--- src/rtl/instr_fetch_unit.sv ---
// Instruction fetch front end for the 10-bit CPU: owns the PC, fetches one word
// per retire over a req/ack memory port and stops on halt or memory timeout.
//
// state   | meaning
// S_REQ   | request outstanding (imem_req registered, rises one cycle after entry from reset)
// S_ISSUE | instr valid, waiting for exec_done to pick the next PC
// S_HALT  | stopped by fetch_op=3, left only by reset
// S_FAULT | stopped by imem timeout, pc keeps the faulting address
module instr_fetch_unit #(
  parameter logic [9:0]  RESET_PC    = 10'd0,
  parameter int unsigned TIMEOUT_CYC = 16
) (
  input  logic       clk,
  input  logic       reset,
  output logic       imem_req,
  output logic [9:0] imem_addr,
  input  logic       imem_ack,
  input  logic [9:0] imem_rdata,
  output logic [9:0] instr,
  output logic       instr_valid,
  input  logic       exec_done,
  input  logic [1:0] fetch_op,
  input  logic [9:0] jmp_addr,
  input  logic       branch_taken,
  input  logic [9:0] jr_target,
  output logic [9:0] pc,
  output logic [9:0] pc_plus1,
  output logic       halted,
  output logic       fault
);

  localparam int unsigned CNT_W = $clog2(TIMEOUT_CYC);
  localparam logic [CNT_W-1:0] CNT_LAST = CNT_W'(TIMEOUT_CYC - 1);

  typedef enum logic [1:0] {
    S_REQ   = 2'd0,
    S_ISSUE = 2'd1,
    S_HALT  = 2'd2,
    S_FAULT = 2'd3
  } state_t;

  typedef enum logic [1:0] {
    OP_SEQ  = 2'd0,
    OP_BR   = 2'd1,
    OP_JR   = 2'd2,
    OP_HALT = 2'd3
  } fetch_op_t;

  state_t           state_q, state_d;
  logic [9:0]       pc_q, pc_d;
  logic [9:0]       instr_q, instr_d;
  logic             valid_q, valid_d;
  logic             req_q, req_d;
  logic [CNT_W-1:0] cnt_q, cnt_d;

  logic [9:0] seq_pc;
  logic [9:0] br_pc;
  logic [9:0] next_pc;

  assign seq_pc = pc_q + 10'd1;
  assign br_pc  = branch_taken ? (pc_q + jmp_addr) : seq_pc;

  always_comb begin
    next_pc = seq_pc;
    case (fetch_op_t'(fetch_op))
      OP_BR:   next_pc = br_pc;
      OP_JR:   next_pc = jr_target;
      default: next_pc = seq_pc;
    endcase
  end

  always_ff @(posedge clk or posedge reset) begin
    if (reset) begin
      state_q <= S_REQ;
      pc_q    <= RESET_PC;
      instr_q <= 10'd0;
      valid_q <= 1'b0;
      req_q   <= 1'b0;
      cnt_q   <= '0;
    end else begin
      state_q <= state_d;
      pc_q    <= pc_d;
      instr_q <= instr_d;
      valid_q <= valid_d;
      req_q   <= req_d;
      cnt_q   <= cnt_d;
    end
  end

  always_comb begin
    state_d = state_q;
    pc_d    = pc_q;
    instr_d = instr_q;
    valid_d = valid_q;
    cnt_d   = cnt_q;

    unique case (state_q)
      S_REQ: begin
        // The cycle right after reset has no request on the bus yet; ack and timeout wait for it.
        if (req_q) begin
          if (imem_ack) begin
            instr_d = imem_rdata;
            valid_d = 1'b1;
            cnt_d   = '0;
            state_d = S_ISSUE;
          end else if (cnt_q == CNT_LAST) begin
            cnt_d   = '0;
            state_d = S_FAULT;
          end else begin
            cnt_d = cnt_q + CNT_W'(1);
          end
        end
      end
      S_ISSUE: begin
        if (exec_done) begin
          valid_d = 1'b0;
          if (fetch_op_t'(fetch_op) == OP_HALT) begin
            state_d = S_HALT;
          end else begin
            pc_d    = next_pc;
            state_d = S_REQ;
          end
        end
      end
      S_HALT: begin
        valid_d = 1'b0;
      end
      S_FAULT: begin
        valid_d = 1'b0;
      end
    endcase

    req_d = (state_d == S_REQ);
  end

  assign imem_req    = req_q;
  assign imem_addr   = pc_q;
  assign instr       = instr_q;
  assign instr_valid = valid_q;
  assign pc          = pc_q;
  assign pc_plus1    = pc_q + 10'd1;
  assign halted      = (state_q == S_HALT);
  assign fault       = (state_q == S_FAULT);

endmodule

--- config.mk ---
export PLATFORM = sky130hd
export DESIGN_NAME = instr_fetch_unit
export DESIGN_NICKNAME = d
export VERILOG_FILES = /design/src/rtl/instr_fetch_unit.sv
export SDC_FILE = /design/constraint.sdc
export NUM_CORES = 1
export LEC_CHECK = 0
export ABC_CLOCK_PERIOD_IN_PS = 2800
export CORE_MARGIN = 4
export CORE_UTILIZATION = 25
export CTS_BUF_LIST = sky130_fd_sc_hd__clkbuf_4 sky130_fd_sc_hd__clkbuf_8 sky130_fd_sc_hd__clkbuf_16
export CTS_CLUSTER_DIAMETER = 100
export DETAILED_ROUTE_END_ITERATION = 10
export GPL_ROUTABILITY_DRIVEN = 0
export GPL_TIMING_DRIVEN = 0
export PLACE_DENSITY_LB_ADDON = 0.1
export SYNTH_ARGS = -nofsm -noshare
export SYNTH_HDL_FRONTEND = slang
export SYNTH_SLANG_ARGS = --single-unit
--- constraint.sdc ---
create_clock -name clk -period 2.8 [get_ports clk]
set_clock_uncertainty 0.15 [all_clocks]
set_input_delay 0.56 -clock clk [delete_from_list [all_inputs] [get_ports clk]]
set_output_delay 0.56 -clock clk [all_outputs]
set_load 0.01 [all_outputs]
==> flow_summary.toml <==
[critical_path]
cp.depth = 5
critPathCaptureType = "primary output"
start_kind = "flop"
max_stage_delay_ps = 560
ff2ff_path_depth = 8
worst-path-buf-inv = 1
critPathRequiredTime_ps = 2090
path_cells = "ha_4, nand3_1, nor2_4, xor2_2, clkdlybuf4s50_1"
r2r_start = "imem_addr[0]"
rrSetupSlack_ps = 390
reg2reg_to = "imem_addr[6]"
worstPathArrival_ps = 1950
criticalPathCategory = "flop to primary output"
crit_path_top_delay_cell = "clkdlybuf4s50_1"
critPathMaxFanout = 6
cpLargestDelayFamily = "buffers and inverters"

[drt]
firstDrtPassIters = 4
vias_per_cell = 4.80
finalWirelength_microns = 6880
via_count = 2180
route.detailed.drc = 0
drt_iter0_markers = 55
final_antenna_net_count = 0
wl_per_cell_microns = 15.1

[power]
leakagePower_nw = 1.40
power.density_mw_per_mm2 = 755
p_total_mw = 2.55
ir_drop_v = 0.000430

[finish]
post-route-util = 0.385
nets = 400
area_delta_synth_final_pct = 49.8
fin_cells = 454
drive_gt1_frac = 0.156
n_antenna_cell = 0
num-fill-cells = 942

[cts]
cts.sinks = 28
cts_tree = "done"
cts-root-buf = "clkbuf_8"
insertion_delay_ps = 280
cts_hold_buf = 0
cts_buffer_depth = 2
htree_levels = 1
path_clk_slew_ps = 110
cts_made_buffers = 3

[sta]
hold_viol = 0
slew_violations = 0
post-route-min-period_ps = 2660
setup_violations = 0
slew_headroom = 0.580
max_freq_mhz = 376
rsz0062_at_grt = "no"
worst_slew_pin_slew_ps = 626
final.period_utilization = 0.951

[place]
port_buffers = 80
dp.cells = 443
dp_hpwl_microns = 5310

[die]
core_area_sq_mm = 0.00876
die_w_microns = 103
start_util = 0.257
io_pins = 81
rows = 34
fp.dieArea_sq_mm = 0.0106
die_y_microns = 103

[run]
drv_cap = 0

[yosys]
synth_edf_count = 0
synth_top_flop_cell = "dfrtp_1"
ys_seq_area_frac = 0.311
syn_area_per_cell_sq_um = 8.84
synth-warning-count = 0
ys_types = 52
async_flop_share = 1.00
netlist_instances = 255
syn_area_sq_mm = 0.00225
synth_nets = 307
synth_seq_cells = 28

[grt]
antenna_found_initial = 0
grt_pass1_vias = 2108
grt_start_max_net_pins = 29
grt_pass1_wl_microns = 10900
grt_usage = 0.132
gr-total-overflow = 0

[worst_hold_path]
hold_start = "instr[5]"
hp-class = "flop to flop"
holdPathEnd = "instr[5]"
whs_path_depth = 1

[status]
outcome = "finished, final reports clean"
logic make-up after synthesis:
family / Yosys count / share of synthesized area
buffers and inverters: 33 / 0.0838
muxes: 15 / 0.0733
AOI/OAI and AO/OA: 67 / 0.203
and+or+nand+nor: 85 / 0.196
adders and majority gates: 15 / 0.0866
xor gates and xnor gates: 12 / 0.0466
DFF: 28 / 0.311
layer usage:
layer,vias up,global-route usage,part of all wire
met1,1013,0.188,0.48
met2,63,0.206,0.44
met4,0,0.0209,0.0042
met3,2,0.0318,0.072
met5,-,0,0
li1,1102,-,-
synth_stat cells (4+ instances only):
library cell	n	area, sq um
nand2_1	31	116
dfrtp_1	28	701
o21ai_0	18	90.1
ha_1	14	175
buf_4	13	97.6
inv_1	13	48.8
mux2_2	12	135
nor2_1	12	45.0
a21oi_1	8	40.0
xnor2_1	7	61.3
a31oi_1	6	37.5
nand3_1	6	30.0
nand4_1	6	37.5
and2_1	5	31.3
o22ai_1	5	31.3
xor2_1	5	43.8
a221oi_1	4	35.0
clkbuf_1	4	15.0
nor4_1	4	25.0
where the power goes:
part | switching (mW) | leakage [nW] | internal, mW | total [mW]
registers | 0.178 | 0.347 | 0.563 | 0.741
clock network | 0.136 | 0.0216 | 0.0969 | 0.233
logic | 0.670 | 1.04 | 0.905 | 1.58
what timing repair did:
action / CTS / global route
pin swaps: 0 / 0
resized for setup: 8 / 7
endpoints found under the setup margin: 4 / 4
setup buffers: 1 / 6
state kept, by name (all words and copies together) (netlist names):
name / count
instr: 10
cnt_q: 4
imem_req: 1
imem_addr: 10
instr_valid: 1
state_q: 2
layout by cell type, fill, tap and decap left out, drive strengths merged, types with 2 or more instances in the layout:
cell           count
a211oi             3
a21o               3
a21oi              8
a221oi             4
a22o               2
a22oi              3
a31oi              7
and2               5
and3               3
buf               24
clkbuf             7
clkdlybuf4s50     79
dfrtp             28
ha                14
inv               12
mux2              12
mux2i              3
nand2             32
nand2b             3
nand3              6
nand4              6
nor2              13
nor2b              2
nor3               4
nor4               4
o21a               3
o21ai             18
o22ai              5
o31ai              3
xnor2              7
xor2               5
worst reg2reg max path, stage by stage, from the launching register on:
cell,delay (ps)
dfrtp_2,470
ha_1,200
inv_1,60
fa_1,400
nor2b_1,210
o31a_1,230
nor4_1,60
o32ai_1,360
a31oi_1,130
area by class of cell:
cell class	count	area, sq um	share of cell area
buffer	20	140	0.0415
tap	108	135	0.0400
multi-input combinational	194	1420	0.421
inverter	13	48.8	0.0145
timing repair buffer	88	883	0.262
clock buffer	3	41.3	0.0122
sequential	28	706	0.209
worst max path at each step:
stage | end | startpoint | slack [ps]
finish | pc_plus1[8] | imem_addr[0] | 140
CTS | pc_plus1[8] | imem_addr[0] | 1
detailed placement | imem_addr[6] | jmp_addr[0] | -160
global route | pc_plus1[8] | imem_addr[0] | 30
global placement | imem_addr[6] | jmp_addr[0] | -170
floorplan | imem_addr[6] | jmp_addr[0] | 660
through the flow:
step,area [sq um],setup TNS (ps),hold WS (ps),setup slack [ps]
4_1_cts,3260,0,370,1.41
5_1_grt,3370,0,381,25.6
2_1_floorplan,2250,0,322,658
3_3_place_gp,3190,-350,339,-170
6_report,3370,0,363,137
3_5_place_dp,3190,-373,344,-164
Note: power is estimated with default switching activity, not from simulation.
